**src/rtl/luz_pkg.sv**
```systemverilog
// Shared definitions for the traffic-light monitor: state encoding, decoded
// phase values, error codes, light codes and small decode helpers.
package luz_pkg;

  typedef enum logic [2:0] {
    IDLE,
    VERDE,
    AMARILLA,
    ROJA,
    FALLA
  } state_t;

  // Decoded phase presented on FASE.
  localparam logic [1:0] FASE_IDLE     = 2'b00;
  localparam logic [1:0] FASE_VERDE    = 2'b01;
  localparam logic [1:0] FASE_AMARILLA = 2'b10;
  localparam logic [1:0] FASE_ROJA     = 2'b11;

  // First-error codes presented on ERR_CODE.
  localparam logic [2:0] ERR_NONE   = 3'd0;
  localparam logic [2:0] ERR_ONEHOT = 3'd1;
  localparam logic [2:0] ERR_SEQ    = 3'd2;
  localparam logic [2:0] ERR_SHORT  = 3'd3;
  localparam logic [2:0] ERR_STUCK  = 3'd4;

  // Light codes, ordered {roja, amarilla, verde}.
  localparam logic [2:0] CODE_VERDE    = 3'b001;
  localparam logic [2:0] CODE_AMARILLA = 3'b010;
  localparam logic [2:0] CODE_ROJA     = 3'b100;

  // Phase state selected by a one-hot light code; IDLE for anything else.
  function automatic state_t code_to_state(input logic [2:0] code);
    state_t s;
    case (code)
      CODE_VERDE:    s = VERDE;
      CODE_AMARILLA: s = AMARILLA;
      CODE_ROJA:     s = ROJA;
      default:       s = IDLE;
    endcase
    return s;
  endfunction

  // The only phase that may legally follow the given phase.
  function automatic state_t next_phase(input state_t cur);
    state_t s;
    case (cur)
      VERDE:    s = AMARILLA;
      AMARILLA: s = ROJA;
      ROJA:     s = VERDE;
      default:  s = IDLE;
    endcase
    return s;
  endfunction

  // FASE value for a state; IDLE and FALLA both read as 00.
  function automatic logic [1:0] state_to_fase(input state_t cur);
    logic [1:0] f;
    case (cur)
      VERDE:    f = FASE_VERDE;
      AMARILLA: f = FASE_AMARILLA;
      ROJA:     f = FASE_ROJA;
      default:  f = FASE_IDLE;
    endcase
    return f;
  endfunction

endpackage

```
**src/rtl/luz_dwell_cnt.sv**
```systemverilog
// Dwell counter: clear to 0, load to 1 on phase entry, increment while the
// phase holds. at_term flags that the count sits at the terminal value TERM.
module luz_dwell_cnt #(
  parameter int CNT_W = 8,
  parameter int TERM  = 199
) (
  input  logic             clk,
  input  logic             rst_n,
  input  logic             clear,
  input  logic             load,
  input  logic             inc,
  output logic [CNT_W-1:0] count,
  output logic             at_term
);

  // Counter register; clear beats load, load beats increment.
  always_ff @(posedge clk or negedge rst_n) begin
    // NOTE: non-blocking assignments make every flop update from pre-edge values.
    if (!rst_n) begin
      count <= '0;
    end else if (clear) begin
      count <= '0;
    end else if (load) begin
      count <= CNT_W'(1);
    end else if (inc) begin
      count <= count + CNT_W'(1);
    end
  end

  assign at_term = (count == CNT_W'(TERM));

endmodule

```
**src/rtl/luz_monitor.sv**
```systemverilog
// Receive-side checker for the traffic-light sequencer. Decodes the phase
// from the three lights, measures phase dwell, counts red-to-green cycles and
// latches the first protocol violation until CLR_ERR.
// Optional macro LUZ_SYNC_EN: pass each light through a 2-flop synchronizer
// before decode (input-to-FASE latency becomes 3 cycles).
module luz_monitor
  import luz_pkg::*;
#(
  parameter int CNT_W        = 8,
  parameter int MIN_VERDE    = 4,
  parameter int MIN_AMARILLA = 2,
  parameter int MIN_ROJA     = 4,
  parameter int MAX_DWELL    = 200
) (
  input  logic             CLK,
  input  logic             RESET,
  input  logic             ENABLE,
  input  logic             CLR_ERR,
  input  logic             LUZ_ROJA,
  input  logic             LUZ_VERDE,
  input  logic             LUZ_AMARILLA,
  output logic [1:0]       FASE,
  output logic [CNT_W-1:0] DWELL,
  output logic [7:0]       CICLOS,
  output logic             ERROR,
  output logic [2:0]       ERR_CODE
);

  state_t           state, state_n;
  logic [2:0]       code_raw, code;
  logic [CNT_W-1:0] dwell;
  logic             dwell_last;
  logic             cnt_clear, cnt_load, cnt_inc;
  logic             fault, err_clear, cic_inc;
  logic [2:0]       fault_code;
  logic             one_hot;
  state_t           code_state;

  assign code_raw = {LUZ_ROJA, LUZ_AMARILLA, LUZ_VERDE};

`ifdef LUZ_SYNC_EN
  logic [2:0] sync_q1, sync_q2;

  // Two-stage synchronizer on each light before decode.
  always_ff @(posedge CLK or negedge RESET) begin
    if (!RESET) begin
      sync_q1 <= '0;
      sync_q2 <= '0;
    end else begin
      sync_q1 <= code_raw;
      sync_q2 <= sync_q1;
    end
  end

  assign code = sync_q2;
`else
  assign code = code_raw;
`endif

  assign one_hot    = $onehot(code);
  assign code_state = code_to_state(code);

  // Minimum dwell required before leaving a phase.
  function automatic logic [CNT_W-1:0] min_dwell(input state_t cur);
    logic [CNT_W-1:0] m;
    case (cur)
      VERDE:    m = CNT_W'(MIN_VERDE);
      AMARILLA: m = CNT_W'(MIN_AMARILLA);
      ROJA:     m = CNT_W'(MIN_ROJA);
      default:  m = '0;
    endcase
    return m;
  endfunction

  // The count sits one below MAX_DWELL when the next hold would reach it.
  luz_dwell_cnt #(
    .CNT_W (CNT_W),
    .TERM  (MAX_DWELL - 1)
  ) u_dwell (
    .clk     (CLK),
    .rst_n   (RESET),
    .clear   (cnt_clear),
    .load    (cnt_load),
    .inc     (cnt_inc),
    .count   (dwell),
    .at_term (dwell_last)
  );

  // Phase state register.
  always_ff @(posedge CLK or negedge RESET) begin
    if (!RESET) begin
      state <= IDLE;
    end else begin
      state <= state_n;
    end
  end

  // Next-state and control decode; violation checks in priority order
  // one-hot > sequence > short > stuck.
  always_comb begin
    // NOTE: every signal gets a default first so no path leaves it unassigned (no latch).
    state_n    = state;
    cnt_clear  = 1'b0;
    cnt_load   = 1'b0;
    cnt_inc    = 1'b0;
    fault      = 1'b0;
    fault_code = ERR_NONE;
    err_clear  = 1'b0;
    cic_inc    = 1'b0;

    case (state)
      IDLE: begin
        if (ENABLE && one_hot) begin
          state_n  = code_state;
          cnt_load = 1'b1;
        end
      end

      VERDE, AMARILLA, ROJA: begin
        if (!ENABLE) begin
          state_n   = IDLE;
          cnt_clear = 1'b1;
        end else if (!one_hot) begin
          fault      = 1'b1;
          fault_code = ERR_ONEHOT;
        end else if (code_state == state) begin
          if (dwell_last) begin
            fault      = 1'b1;
            fault_code = ERR_STUCK;
          end else begin
            cnt_inc = 1'b1;
          end
        end else if (code_state != next_phase(state)) begin
          fault      = 1'b1;
          fault_code = ERR_SEQ;
        end else if (dwell < min_dwell(state)) begin
          fault      = 1'b1;
          fault_code = ERR_SHORT;
        end else begin
          state_n  = code_state;
          cnt_load = 1'b1;
          cic_inc  = (state == ROJA);
        end
        if (fault) begin
          state_n = FALLA;
        end
      end

      FALLA: begin
        if (CLR_ERR) begin
          state_n   = IDLE;
          cnt_clear = 1'b1;
          err_clear = 1'b1;
        end
      end

      default: begin
        state_n   = IDLE;
        cnt_clear = 1'b1;
      end
    endcase
  end

  // First-error latch: loaded only on the entry into FALLA.
  always_ff @(posedge CLK or negedge RESET) begin
    if (!RESET) begin
      ERR_CODE <= ERR_NONE;
    end else if (err_clear) begin
      ERR_CODE <= ERR_NONE;
    end else if (fault) begin
      ERR_CODE <= fault_code;
    end
  end

  // Completed red-to-green cycles, saturating at 255.
  always_ff @(posedge CLK or negedge RESET) begin
    if (!RESET) begin
      CICLOS <= '0;
    end else if (cic_inc && (CICLOS != 8'hFF)) begin
      CICLOS <= CICLOS + 8'd1;
    end
  end

  assign FASE  = state_to_fase(state);
  assign ERROR = (state == FALLA);
  assign DWELL = dwell;

endmodule

```
**config.mk**
```make
export PLATFORM = sky130hd
export DESIGN_NAME = luz_monitor
export DESIGN_NICKNAME = d
export VERILOG_FILES = /design/src/rtl/luz_pkg.sv /design/src/rtl/luz_dwell_cnt.sv /design/src/rtl/luz_monitor.sv
export SDC_FILE = /design/constraint.sdc
export NUM_CORES = 1
export LEC_CHECK = 0
export CAP_MARGIN = 20
export CORE_MARGIN = 5
export CORE_UTILIZATION = 48
export CTS_BUF_LIST = sky130_fd_sc_hd__clkbuf_4
export CTS_CLUSTER_SIZE = 30
export DETAILED_ROUTE_END_ITERATION = 6
export PLACE_DENSITY = 0.87
export SYNTH_ARGS = -nofsm -noshare
export SYNTH_HDL_FRONTEND = slang
export SYNTH_SLANG_ARGS = --single-unit
```
**constraint.sdc**
```tcl
create_clock -name CLK -period 2.25 [get_ports CLK]
set_clock_uncertainty 0.15 [all_clocks]
set_input_delay 0.225 -clock CLK [delete_from_list [all_inputs] [get_ports CLK]]
set_output_delay 0.225 -clock CLK [all_outputs]
set_load 0.03 [all_outputs]
```
# Word-level counts from Yosys, hierarchy flattened
# Cells that the tools add are included.
totals:
  output_inout_bits: 22
  word_cells: 99
  regBits: 22
op_classes:
  n_addsub: 4
  magnitude_cmp: 1
  muxes: 64
  reduce_logical: 8
  n_eq_ne: 18
op_table:
  columns: ["cell", "n"]
  rows:
  - ["8-bit two-way mux", 8]
  - ["3-bit two-way mux", 19]
  - ["1-bit two-way mux", 28]
  - ["2-bit one-hot mux with 3 select lines", 3]
  - ["8-bit by 1-bit adder with 8-bit output, second input constant", 2]
  - ["4-bit != test, second input constant", 4]
  - ["3-bit by 2-bit equality test with 1-bit output, second input constant", 3]
  - ["3-bit one-hot mux with 3 select lines", 1]
  - ["8-bit equality test, second input constant", 1]
  - ["8-bit < comparator", 1]
  - ["8-bit != test, second input constant", 1]
  - ["3-bit by 1-bit equality test with 1-bit output, second input constant", 2]
  - ["3-bit equality test, second input constant", 2]
  - ["3-bit one-hot mux with 2 select lines", 1]
  - ["6-bit AND reduction", 1]
  - ["2-bit two-way mux", 2]
  - ["2-bit != test, second input constant", 2]
  - ["3-bit equality test", 1]
  - ["3-bit zero test", 1]
  - ["3-bit != test", 1]
  - ["1-bit one-hot mux with 3 select lines", 1]
  - ["3-bit nonzero test", 1]
  - ["3-bit OR reduction", 1]
  - ["1-bit by 1-bit adder with 2-bit output", 1]
  - ["other kinds (6)", 7]

# Logic depth before layout (Yosys ltp)
depth:
  depth_word: 23
  ltp_mapped: 9
  depth_no_buf: 8

# By module
# A second synthesis with hierarchy kept.
unflattened:
  hier_cells: 167
  area_unflattened_um2: 1529.0
modules_own_cells:
  columns: ["mod", "n_inst", "area_per_inst_um2", "cells_each", "seq_area_each_um2"]
  rows:
  - ["luz_monitor", 1, 1112.3, 123, 350.3]
  - ["luz_dwell_cnt", 1, 416.6, 44, 200.2]

# Worst setup path after synthesis
# Ideal clock, no wire load.
synth_timing:
  path_type: "in2reg"
  startpoint: "in LUZ_ROJA"
  endpoint: "reg CICLOS[1]"
  cell_stages: 7
  setup_time_ns: 0.125
  setup_slack_ns: -0.169
  required_time_ns: 1.975
  t_arrival_ns: 2.144
  n_path_buf: 1
  path_cell_list: "buf_2 -> inv_1 -> fa_1 -> and2b_1 -> nand4_1 -> a2111oi_4 -> mux2_2"
synth_via:
  elab_chain_len: 9
  elab_cells_between_ends: 14
  cone_classes: "1 x add/sub; 6 x eq/ne; 6 x mux; 1 x reduce/logical"
synth_lines:
  columns: ["item", "line_no", "source"]
  rows:
  - ["start, declared", "luz_monitor.sv:19", "input logic LUZ_ROJA,"]
  - ["3-bit equality test, or another cell as far along", "luz_pkg.sv:34", "case (code)"]
  - ["2-bit one-hot mux with 3 select lines", "luz_pkg.sv:34", null]
  - ["3-bit != test", "luz_monitor.sv:133", "end else if (code_state != next_phase(state)) begin"]
  - ["1-bit two-way mux", "luz_monitor.sv:133", null]
  - ["1-bit two-way mux", "luz_monitor.sv:126", "end else if (code_state == state) begin"]
  - ["1-bit two-way mux *", "luz_monitor.sv:123", "end else if (!one_hot) begin"]
  - ["1-bit two-way mux *", "luz_monitor.sv:120", "if (!ENABLE) begin"]
  - ["1-bit two-way mux *", "luz_monitor.sv:111", "case (state)"]
  - ["1-bit logical AND *", "luz_monitor.sv:179", "end else if (cic_inc && (CICLOS != 8'hFF)) begin"]
  - ["end signal, assigned", "luz_monitor.sv:180", "CICLOS <= CICLOS + 8'd1;"]
  - ["end, declared", "luz_monitor.sv:24", "output logic [7:0] CICLOS,"]
# Mark *: on every way between the ends. The rest lies on a longest branch, timed or not.
# A chain may end at the register's enable or synchronous reset.

# Worst setup path after layout
layout_timing:
  startpoint: "reg state[2]"
  endpoint: "reg CICLOS[1]"
layout_via:
  elab_chain_len: 16
  elab_cells_between_ends: 26
  cone_classes: "1 x order compare; 5 x eq/ne; 17 x mux; 3 x reduce/logical"
layout_lines:
  columns: ["item", "line_no", "source"]
  rows:
  - ["start, declared", "luz_monitor.sv:29", "state_t state, state_n;"]
  - ["start signal, assigned", "luz_monitor.sv:94", "state <= state_n;"]
  - ["3-bit by 2-bit equality test with 1-bit output / 3-bit by 1-bit equality test with 1-bit output (equally long branches)", null, null]
  - ["2-bit OR reduction (no source line)", null, null]
  - ["3-bit one-hot mux with 2 select lines", "luz_monitor.sv:66", "case (cur)"]
  - ["8-bit two-way mux", "luz_monitor.sv:133", null]
  - ["8-bit two-way mux", "luz_monitor.sv:126", null]
  - ["8-bit two-way mux", "luz_monitor.sv:123", null]
  - ["8-bit two-way mux", "luz_monitor.sv:120", null]
  - ["8-bit two-way mux", "luz_monitor.sv:111", null]
  - ["8-bit < comparator", "luz_monitor.sv:136", "end else if (dwell < min_dwell(state)) begin"]
  - ["1-bit two-way mux", "luz_monitor.sv:136", null]
  - ["1-bit two-way mux", "luz_monitor.sv:133", null]
  - ["1-bit two-way mux", "luz_monitor.sv:126", null]
  - ["1-bit two-way mux", "luz_monitor.sv:123", null]
  - ["1-bit two-way mux", "luz_monitor.sv:120", null]
  - ["1-bit two-way mux *", "luz_monitor.sv:111", null]
  - ["1-bit logical AND *", "luz_monitor.sv:179", null]
# Mark *: on every way between the ends. The rest lies on a longest branch, timed or not. The select of a mux whose other input is x is not followed.

==> impl_metrics.env <==
export IMPL_die_area_sq_um=4410
export IMPL_placeableCoreArea_sq_um=3050
export IMPL_cts_max_path_buffers=2
export IMPL_setup_viol=7
export IMPL_netlist_top_cell_by_area="dfrtp_1"
export IMPL_post_drt_via_cell_ratio=5.70
export IMPL_clock_sinks=22
export IMPL_finalCoreUtilization_pct=72.7
export IMPL_power_combinational_fraction_pct=34.2
export IMPL_fillCellCount=229
export IMPL_synth_top_cells_by_area="dfrtp_1, xnor2_1, nand4_1"
export IMPL_design_area_sq_um=2220
export IMPL_dp_cells=255
export IMPL_synth_compound_gate_area_share_pct=16.3
export IMPL_clkLatencyLatePin_ns=0.32
export IMPL_hold_viol_final=0
export IMPL_grt_ovfl_total=0
export IMPL_final_instance_count_without_filler_cells=266
export IMPL_critical_path_required_ns=2.31
export IMPL_post_route_drc_count=0
export IMPL_share_seq_of_total_power_pct=46.1
export IMPL_post_synth_num_cell_types=53
export IMPL_finalHoldWorstSlack_ns=0.100
export IMPL_finish_net_count=234
export IMPL_power_switching_share_pct=34.7
export IMPL_r2r_end="CICLOS[1]$_DFFE_PN0P_"
export IMPL_synth_yosys_seq_area_share_pct=36.1
export IMPL_post_synth_cell_area_avg_sq_um=9.36
export IMPL_cts_tree="yes"
export IMPL_cts_max_level=1
export IMPL_final_antenna_net_count=0
export IMPL_tritoncts_num_buffers=3
export IMPL_routed_wl_mm=4.54
export IMPL_violations_in_the_final_reports="negative setup slack"
export IMPL_peakVddDrop_mv=0.452
export IMPL_power_leakage_nw=0.998
export IMPL_detailroute_via_count=1516
export IMPL_io_pins=29
export IMPL_critical_path_arrival_ns=2.40
export IMPL_worst_min_delay_path_category="in -> async"
export IMPL_synth_adder_area_share_pct=4.43
export IMPL_timing_worst_slew_pin_value_ns=0.577
export IMPL_r2r_start="state[2]$_DFFE_PN0P_"
export IMPL_cell_internal_pwr_w=0.000638
export IMPL_power_density_nw_per_um2=440
export IMPL_syn_to_final_growth_pct=45.4
export IMPL_gp_congestion=0.899
export IMPL_detail_route_wl_per_cell_um=17.1
export IMPL_most_frequent_standard_cell_in_the_layout_excluding_fill_and_tap_cells="buf_4"
export IMPL_max_slew_headroom_pct=61.3
export IMPL_synth_enable_flop_cells=0
export IMPL_critPathCaptureType="register"
export IMPL_final_critical_path_setup_slack_ns=-0.0828
export IMPL_setup_reg_to_reg_worst_slack_ns=-0.08
export IMPL_final_max_slew_viol_count=0
export IMPL_synth_simple_gate_area_share_pct=28.5
export IMPL_grt_first_pass_wirelength_mm=7.47
export IMPL_netlist_area_leader_share_pct=36.1
export IMPL_synthesis_nets=174
export IMPL_synth_ff_latch_count=22
export IMPL_netlist_area_sq_um=1530
export IMPL_detail_route_first_pass_iterations=4
export IMPL_power_clock_fraction_pct=19.7
export IMPL_first_global_vias=1471
export IMPL_layout_drive_gt1_share_pct=32.0
export IMPL_outcome="complete, but fails checks"
export IMPL_layout_min_cycle_time_ns=2.33
export IMPL_antenna_cells=0
export IMPL_timing_worst_setup_path_type="reg -> reg"
export IMPL_crit_fanout=7
export IMPL_dr_first_iter_drc_count=158
export IMPL_grt_antenna_before_repair=0
export IMPL_fin_tns_setup_ns=-0.264
export IMPL_synth_area_mux_share_pct=2.05
export IMPL_die_y_um=66.4
export IMPL_cell_depth_of_the_worst_flop_to_flop_path=8
export IMPL_yosys_most_used_dff="dfrtp_1"
export IMPL_placement_cell_area_sq_um=2030
export IMPL_yosys_warns=0
export IMPL_async_reset_ff_share_pct=100
export IMPL_maxCapViolCount=0
export IMPL_core_rowCount=20
export IMPL_port_buffers=28
export IMPL_effective_utilization_at_floorplan_pct=50.0
export IMPL_cts_root_buffer_cell="clkbuf_4"
export IMPL_power_net_switching_w=0.000338
export IMPL_worst_setup_path_start_kind="register"
export IMPL_synth_top_family_by_area="simple AND/OR/NAND/NOR gates"
export IMPL_synth_xor_area_share_pct=8.61
export IMPL_clkTransAtPathRegs_ns=0.13
export IMPL_die_x_um=66.4
export IMPL_pin_count_of_the_biggest_net_entering_global_routing=23
export IMPL_fin_crit_sh_pct=104
export IMPL_synthesis_instances=163
export IMPL_achievable_frequency_mhz=429
export IMPL_overall_routing_resource_usage_pct=22.2
export IMPL_mostFrequentLayoutCells="buf_4, clkdlybuf4s50_1, dfrtp_1, nor2_1, nand4_1"
export IMPL_dp_final_hpwl_mm=3.12
export IMPL_rsz0062_at_grt="true"
==> cells by family (layout without fill, tap and decap cells) <==
group,Yosys count,in the layout
fa+ha+maj,5,5
xor+xnor,15,15
compound gates,33,33
simple gates,73,73
buf+inv,12,71
flops,22,22
mux,3,3
==> power groups by stage <==
| stage | Combinational [W] | Clock [W] | Sequential [W] |
|---|---|---|---|
| 2_1_floorplan | 0.000121 | 0 | 0.000502 |
| 3_3_place_gp | 0.000292 | 0 | 0.000454 |
| 3_5_place_dp | 0.000299 | 0 | 0.000456 |
| 4_1_cts | 0.000311 | 0.000198 | 0.000449 |
| 5_1_grt | 0.000356 | 0.000213 | 0.000455 |
| 6_report | 0.000334 | 0.000192 | 0.000450 |
==> stage by stage <==
step                setup slack [ns]  total power (W)
detailed placement            -0.543         0.000755
CTS                          -0.0387         0.000958
global placement              -0.519         0.000746
finish                       -0.0828         0.000976
global route                  -0.182          0.00102
floorplan                    -0.0415         0.000624
==> cell usage after synthesis (3+ instances only) <==
cell,n
dfrtp_1,22
nor2_1,16
nand4_1,10
a21oi_1,9
xnor2_1,9
nand2_1,8
inv_1,6
xor2_1,6
o21ai_0,5
buf_2,4
nand2b_1,4
nand3_1,4
nor3_1,4
a21o_1,3
ha_1,3
==> final cells by class <==
type                    instances  area [sq um]  share of cell area [%]
multi-input cells             129          1010                    45.7
well taps                      44          55.1                    2.48
repair buffers                 61           544                    24.5
inverters                       6          27.5                    1.24
clock inverters                 1          3.75                   0.169
clock buffers                   3          22.5                    1.01
flip-flops and latches         22           552                    24.9
==> routing by layer <==
layer  GRT usage [%]  vias up  part of all wire (%)
li1                -      713                     -
met1            29.4      724                    43
met2            36.7       68                    48
met3            3.23       11                   6.5
met4            7.87        0                   2.1
met5               0        -                     0
==> worst max-delay path by stage <==
stage	slack (ns)	from	endpoint
floorplan	-0.04	LUZ_AMARILLA	CICLOS[1]$_DFFE_PN0P_
global placement	-0.52	LUZ_AMARILLA	CICLOS[1]$_DFFE_PN0P_
detailed placement	-0.54	LUZ_AMARILLA	CICLOS[1]$_DFFE_PN0P_
CTS	-0.04	state[2]$_DFFE_PN0P_	CICLOS[1]$_DFFE_PN0P_
global route	-0.18	state[2]$_DFFE_PN0P_	CICLOS[5]$_DFFE_PN0P_
finish	-0.08	state[2]$_DFFE_PN0P_	CICLOS[1]$_DFFE_PN0P_
==> registers in the layout, indices dropped and copies added, names as in the netlist <==
register	cells
state	3
u_dwell.count	8
CICLOS	8
ERR_CODE	3
==> timing repair <==
action / CTS / global route
gates resized for setup: 18 / 18
endpoints found under the setup margin: 22 / 21
pin swaps: 5 / 23
hold buffers: 0 / 0
buffers inserted: 5 / 4
cloned: 0 / 0
==> worst max-delay path: stages, from the launching register on <==
cell and delay (ns):
dfrtp_1 0.46, nand2b_4 0.18, ha_4 0.15, or3_4 0.33, a211oi_4 0.27, buf_6 0.16, a2111oi_4 0.03, buf_4 0.18
mux2_4 0.30
Note: power is estimated with default switching activity, not from simulation.
